`config.mk`:
```
export PLATFORM = sky130hd
export DESIGN_NAME = timing_interrupt_sequencer
export DESIGN_NICKNAME = d
export VERILOG_FILES = /design/src/rtl/timing_interrupt_sequencer.sv
export SDC_FILE = /design/constraint.sdc
export NUM_CORES = 1
export LEC_CHECK = 0
export ABC_AREA = 1
export CAP_MARGIN = 30
export CORE_ASPECT_RATIO = 1.25
export CORE_UTILIZATION = 33
export CTS_BUF_LIST = sky130_fd_sc_hd__clkbuf_16
export CTS_CLUSTER_SIZE = 28
export DETAILED_ROUTE_END_ITERATION = 12
export PLACE_DENSITY = 0.77
export SLEW_MARGIN = 20
export SYNTH_ARGS = -nofsm -noshare
export SYNTH_HDL_FRONTEND = slang
export SYNTH_SLANG_ARGS = --single-unit
```
`constraint.sdc`:
```
create_clock -name clock -period 1.1 [get_ports clock]
set_input_delay 0.165 -clock clock [delete_from_list [all_inputs] [get_ports clock]]
set_output_delay 0.165 -clock clock [all_outputs]
set_load 0.02 [all_outputs]
```
`src/rtl/timing_interrupt_sequencer.sv`:
```
// Sequence counter, one-hot timing decode, IEN/R flags, halt state and
// prioritised multi-channel interrupt capture with per-channel vectoring.
module timing_interrupt_sequencer #(
    parameter int T_WIDTH       = 16,
    parameter int IRQ_CHANNELS  = 4,
    parameter int ADDR_WIDTH    = 12,
    parameter int VECTOR_BASE   = 0,
    parameter int VECTOR_STRIDE = 1,
    localparam int SCW = (T_WIDTH > 1) ? $clog2(T_WIDTH) : 1,
    localparam int IDW = (IRQ_CHANNELS > 1) ? $clog2(IRQ_CHANNELS) : 1
) (
    input  logic                    clock,
    input  logic                    reset,
    input  logic                    seq_clr,
    input  logic                    halt_req,
    input  logic                    resume,
    input  logic                    ion,
    input  logic                    iof,
    input  logic [IRQ_CHANNELS-1:0] irq_req,
    input  logic [IRQ_CHANNELS-1:0] irq_mask,
    output logic [T_WIDTH-1:0]      T,
    output logic [SCW-1:0]          sc_value,
    output logic                    R,
    output logic                    ien,
    output logic                    halted,
    output logic [IRQ_CHANNELS-1:0] irq_ack,
    output logic [IDW-1:0]          irq_id,
    output logic [ADDR_WIDTH-1:0]   vector_addr,
    output logic                    sc_overflow
);

    localparam logic [SCW-1:0] SC_LAST = SCW'(T_WIDTH - 1);

    logic [SCW-1:0]          sc;
    logic [IRQ_CHANNELS-1:0] pending;
    logic [IDW-1:0]          pick;
    logic                    t2;
    logic                    icycle;
    logic                    r_set;

    assign pending = irq_req & irq_mask;
    assign t2      = !halted && (sc == SCW'(2));
    // T0..T2 with R set is the interrupt cycle; seq_clr cannot cut it short.
    assign icycle  = R && (sc < SCW'(3));
    assign r_set   = !R && !halted && ien && (sc >= SCW'(3)) && (pending != '0);

    always_comb begin
        pick = '0;
        for (int i = IRQ_CHANNELS - 1; i >= 0; i--)
            if (pending[i]) pick = IDW'(i);
    end

    always_ff @(posedge clock or posedge reset) begin
        if (reset) begin
            sc          <= '0;
            R           <= 1'b0;
            ien         <= 1'b0;
            halted      <= 1'b0;
            irq_id      <= '0;
            sc_overflow <= 1'b0;
        end else begin
            if (halted)
                sc <= '0;
            else if (R && t2)
                sc <= '0;
            else if (seq_clr && !icycle)
                sc <= '0;
            else if (halt_req && !R)
                sc <= '0;
            else if (sc == SC_LAST) begin
                sc          <= '0;
                sc_overflow <= 1'b1;
            end else
                sc <= sc + SCW'(1);

            if (halted) begin
                if (resume) halted <= 1'b0;
            end else if (halt_req && !R)
                halted <= 1'b1;

            if (R && t2)
                R <= 1'b0;
            else if (r_set) begin
                R      <= 1'b1;
                irq_id <= pick;
            end

            if (R && t2)
                ien <= 1'b0;
            else if (iof)
                ien <= 1'b0;
            else if (ion)
                ien <= 1'b1;
        end
    end

    assign sc_value    = sc;
    assign T           = halted ? '0 : ({{(T_WIDTH-1){1'b0}}, 1'b1} << sc);
    assign irq_ack     = (R && t2) ? ({{(IRQ_CHANNELS-1){1'b0}}, 1'b1} << irq_id) : '0;
    assign vector_addr = ADDR_WIDTH'(VECTOR_BASE)
                       + ADDR_WIDTH'(irq_id) * ADDR_WIDTH'(VECTOR_STRIDE);

endmodule
```
==> impl_metrics.tcl, run 1 <==
set metrics [dict create \
    gp_congestion 0.8791 \
    nFillCells 120 \
    n_antenna_cell 0 \
    fmax_mhz 611.2 \
    drt_iter0_drc 15 \
    cts_tree "yes" \
    startpoint_type "register" \
    start_util_pct 35.60 \
    fin_worst_skew_ns 0.004185 \
    violations "negative setup slack" \
    numClockSinks 10 \
    p_comb_share_pct 71.7 \
    cts.reportedPaths.clkPinSlew_ns 0.04 \
    hold_class "in2async" \
    grt_pass1_wl_um 5209 \
    antenna_left 0 \
    p_sw_share_pct 43.31 \
    setup_viol 39 \
    ir_drop_mv 1.774 \
    coreArea_sq_mm 0.002502 \
    ys_ff_latch 10 \
    async_flop_share_pct 100.0 \
    place_hpwl_um 2371 \
    fin_crit_sh_pct 148.7 \
    slew_violations 0 \
    drc 0 \
    h-tree-depth 1 \
    cts_inserted_buffers 3 \
    clk_latency_ns 0.24 \
    ys_types 23 \
    io_pins 57 \
    wire_per_inst_um 14.97 \
    cts_hold_buffers 0 \
    die_x_um 48.47 \
    fin_nets 243 \
    synth-main-ff-cell "dfrtp_1" \
    firstDrtPassIters 4 \
    worst_setup_path_end_kind "output port" \
    grt_pass1_vias 1176 \
    internal-power_mw 2.556 \
    via_per_inst 4.673 \
    reg2reg_slack_ns -0.40 \
    fin_ws_ns -0.5360 \
    hold_violations 0 \
    num_rows 20 \
    clock_power_share_pct 14.8 \
    root_buffer "clkbuf_16" \
    syn_area_sq_um 890.9 \
    port_buffers 46 \
    utilization_pct 88.85 \
    track_usage_pct 24.11 \
    cellLeakagePower_nw 1.055 \
    synth.avg_cell_area_sq_um 7.184 \
    grt_setup_unrepaired "true" \
    final_cell_mix "44 x buf_6, 34 x buf_4, 18 x nand2_1" \
    synth_seq_area_share_pct 28.09 \
    via_count 1187 \
    layout_commonest_cell "buf_6" \
    antenna_found_initial 0 \
    drt-total-wl_um 3803 \
    cellPowerDensity_mw_per_mm2 2028 \
    total_power_mw 4.509 \
    area_growth_pct 149.6 \
    pre_cts_ws_ns -0.7718 \
    p_seq_share_pct 13.4 \
    crit_fanout 5 \
    required_ns 0.94 \
    grt_max_degree 11 \
    grt.overflow.total 0 \
    cts_buffer_depth 2 \
    r2r_cells 9 \
    die_h_um 60.09 \
    cap_violations 0 \
    status "finished, violations left" \
    syn_inst 124 \
    drive_above_1_share_pct 66.97 \
    synth_edf_count 0 \
    p_sw_mw 1.953 \
    worst-setup-path-type "reg2out" \
    yosysWarnings 0 \
    cp.arrival_ns 1.47 \
    dieArea_sq_mm 0.002913 \
    min_period_ns 1.636 \
]
## per-layer routing
metal,wire [um],vias to the layer above,part of all wire [%],GRT usage [%]
li1,-,557,-,-
met1,1254,545,33,21.64
met2,2181,70,57,49.09
met3,234,15,6.2,4.580
met4,133,0,3.5,16.39
met5,0,-,0,0
## sequential cells by signal, indices dropped and copies added, names as in the netlist
signal       flops
R                1
halted           1
ien              1
irq_id           2
sc_overflow      1
sc_value         4
## power groups by stage
| stage | combinational (mW) | sequential [mW] | clock [mW] |
|---|---|---|---|
| global placement | 2.09 | 0.608 | 0 |
| global route | 3.39 | 0.621 | 0.682 |
| detailed placement | 2.15 | 0.615 | 0 |
| floorplan | 1.02 | 0.804 | 0 |
| CTS | 2.74 | 0.597 | 0.668 |
| finish | 3.23 | 0.606 | 0.669 |
## Yosys cell counts (3+ instances only)
library cell / count / area (sq um)
inv_1: 17 / 63.81
nand3_1: 6 / 30.03
dfrtp_1: 10 / 250.2
buf_4: 12 / 90.09
nor3_1: 5 / 25.02
nand2_1: 26 / 97.59
ha_1: 6 / 75.07
nor3_2: 3 / 30.03
nor2_1: 21 / 78.83
## final timing paths
kind	start	endpoint
hold / removal	reset	ien
setup / recovery	sc_value[0]	irq_ack[3]
max in group asynchronous	reset	irq_id[1]
min in group clock	sc_overflow	sc_overflow
setup reg to reg	sc_value[0]	sc_value[0]
hold reg to reg	sc_overflow	sc_overflow
## critical path, cell delays in order (launching register included)
cell	delay (ns)
dfrtp_2	0.41
inv_2	0.08
ha_4	0.13
inv_2	0.05
nor2_4	0.12
nand3_4	0.14
nor3_4	0.15
buf_6	0.14
## logic make-up (layout without fill, tap and decap cells)
group	after synthesis	count (layout)	share of synthesized area [%]
fa+ha+maj	6	6	8.427
buf+inv	32	120	19.38
simple gates	70	70	39.89
flops	10	10	28.09
compound gates	5	5	3.793
other cells	1	10	0.4209
## stage by stage
| step | area [sq um] | std cells | hold WS, ns | TNS (ns) |
|---|---|---|---|---|
| 6_report | 2223 | 254 | 0.2175 | -13.57 |
| 3_5_place_dp | 1749 | 228 | 0.4471 | -19.40 |
| 4_1_cts | 2031 | 243 | 0.2235 | -12.54 |
| 3_3_place_gp | 1749 | 228 | 0.4459 | -18.34 |
| 5_1_grt | 2223 | 254 | 0.2601 | -15.39 |
| 2_1_floorplan | 1106 | 133 | 0.004841 | -4.611 |
## layout make-up
type                    instances  area (sq um)  area share (%)
repair buffers                 97         950.9           42.77
multi-input cells              91         799.5           35.96
flip-flops and latches         10         259.0           11.65
inverters                      19         93.84           4.221
clock buffers                   3         75.07           3.376
well taps                      33         41.29           1.857
clock inverters                 1         3.754          0.1688
## what timing repair did
item | 4_1_cts | 5_1_grt
pin swaps | 4 | 14
gates resized for setup | 204 | 34
endpoints found under the setup margin | 41 | 40
buffers inserted | 11 | 12
No activity file was read; power rests on OpenSTA's default activity.
==> run 2, diff against run 1 <==
Settings changed: SLEW_MARGIN 20 to unset.
==> results of run 2 <==
No change in the layout: final DEF, timing and power equal those of run 1.
==> run 3, diff against run 2 <==
Settings changed: CAP_MARGIN 30 to 20, SETUP_SLACK_MARGIN set to 0.3.
==> impl_metrics.tcl, run 3 (synthesis gave the netlist of run 1 again) <==
set metrics [dict create \
    track_usage_pct 24.96 \
    fin_nets 237 \
    wl_met3_um 163 \
    coreArea_sq_mm 0.002502 \
    firstDrtPassIters 4 \
    root_buffer "clkbuf_16" \
    slew_violations 0 \
    holdWs_ns 0.2172 \
    cap_violations 0 \
    path_cells "inv_2 > ha_4 > inv_4 > nor2_4 > nand3_4 > nor3_4 > buf_6" \
    drc 0 \
    fin_crit_sh_pct 152.5 \
    grt_pass1_wl_um 5444 \
    reg2reg_slack_ns -0.47 \
    instances_no_fill 248 \
    wl_met2_um 2304 \
    die_x_um 48.47 \
    cpPeakStageDelay_ns 0.40 \
    grt_setup_unrepaired "true" \
    cts.reportedPaths.clkPinSlew_ns 0.04 \
    worst-setup-path-type "reg2out" \
    required_ns 0.94 \
    status "finished, violations left" \
    num_rows 20 \
    h-tree-depth 1 \
    crit_fanout 5 \
    pre_cts_ws_ns -0.7788 \
    highest_layer "met4" \
    fin_ws_ns -0.5770 \
    n_antenna_cell 0 \
    antenna_left 0 \
    numClockSinks 10 \
    antenna_found_initial 0 \
    cts_tree "yes" \
    cellLeakagePower_nw 1.028 \
    drt_iter0_drc 18 \
    ir_drop_mv 1.652 \
    via_per_inst 4.698 \
    cts_hold_buffers 0 \
    final_cell_mix "38 x buf_6, 34 x buf_4, 17 x nand2_1" \
    layout_commonest_cell "buf_6" \
    grt_max_degree 11 \
    io_pins 57 \
    min_period_ns 1.677 \
    cp.arrival_ns 1.51 \
    dp_cells 223 \
    wire_per_inst_um 15.84 \
    place_hpwl_um 2163 \
    grt.overflow.total 0 \
    startpoint_type "register" \
    gp_congestion 0.7947 \
    drive_above_1_share_pct 66.98 \
    critPathSlowestCell "dfrtp_2" \
    routedLengthMet1_um 1232 \
    worst_setup_path_end_kind "output port" \
    cts_buffer_depth 2 \
    largest_register_ffs 4 \
    cts_inserted_buffers 3 \
    violations "negative setup slack" \
    port_buffers 46 \
    area_growth_pct 140.2 \
    dieArea_sq_mm 0.002913 \
    fmax_mhz 596.3 \
    via_count 1165 \
    setup_viol 36 \
    total_power_mw 4.432 \
    grt_pass1_vias 1207 \
    drt-total-wl_um 3929 \
    die_h_um 60.09 \
    nFillCells 128 \
    hold_violations 0 \
    start_util_pct 35.60 \
    fin_worst_skew_ns 0.001336 \
    cellPowerDensity_mw_per_mm2 2071 \
    clk_latency_ns 0.24 \
    hold_class "in2async" \
]
## run 3: cell types whose count changed in the layout (fill, tap and decap cells not counted), sizes merged
| cell | before | now |
|---|---|---|
| buf | 81 | 77 |
| clkdlybuf4s15 | 1 | 0 |
| inv | 20 | 18 |
| clkbuf | 4 | 3 |
| clkinv | 0 | 2 |
## run 3: repair_timing
item,4_1_cts,5_1_grt
endpoints found under the setup margin,42,42
pin swaps,8,4
gates resized for setup,219,14
setup buffers,13,8
## run 3: through the flow
stage               TNS, ns  utilization (%)  instance area, sq um
global placement     -17.99            68.65                  1718
global route         -15.30            85.50                  2140
detailed placement   -18.74            68.65                  1718
CTS                  -12.27            81.05                  2028
finish               -14.10            85.50                  2140
floorplan            -4.543                -                  1120
## run 3: report_power, final
part           switching [mW]  internal, mW  total, mW
sequential              0.131         0.489      0.621
combinational            1.62          1.52       3.14
clock                   0.189         0.478      0.667
## run 3: area by class of cell
type                    instances  area (sq um)  share of cell area [%]
well taps                      33         41.29                   1.930
clock buffers                   3         75.07                   3.509
flip-flops and latches         10         260.3                   12.16
repair buffers                 91         888.4                   41.52
inverters                      19         101.3                   4.737
multi-input cells              91         769.5                   35.96
clock inverters                 1         3.754                  0.1754
## run 3: critical path: cells and delay by family, from the launching register on
family / cells / cell delay (ns)
buffers and inverters: 3 / 0.26
AND/OR/NAND/NOR: 3 / 0.46
adder cells (fa/ha/maj): 1 / 0.15
flip-flops: 1 / 0.40
## run 3: final timing paths
path / start / endpoint / depth (start not counted)
setup / recovery: sc_value[0] / irq_ack[1] / 7
hold reg to reg: sc_overflow / sc_overflow / 2
max in group asynchronous: reset / sc_value[3] / 2
hold / removal: reset / irq_id[0] / 2
min in group clock: resume / halted / 2
setup reg to reg: sc_value[0] / sc_value[2] / 9
## run 3: per-layer routing
metal  track usage, %  vias up
met1            22.34      543
li1                 -      540
met2            54.33       61
met5                0        -
met3            3.053       21
met4            12.61        0
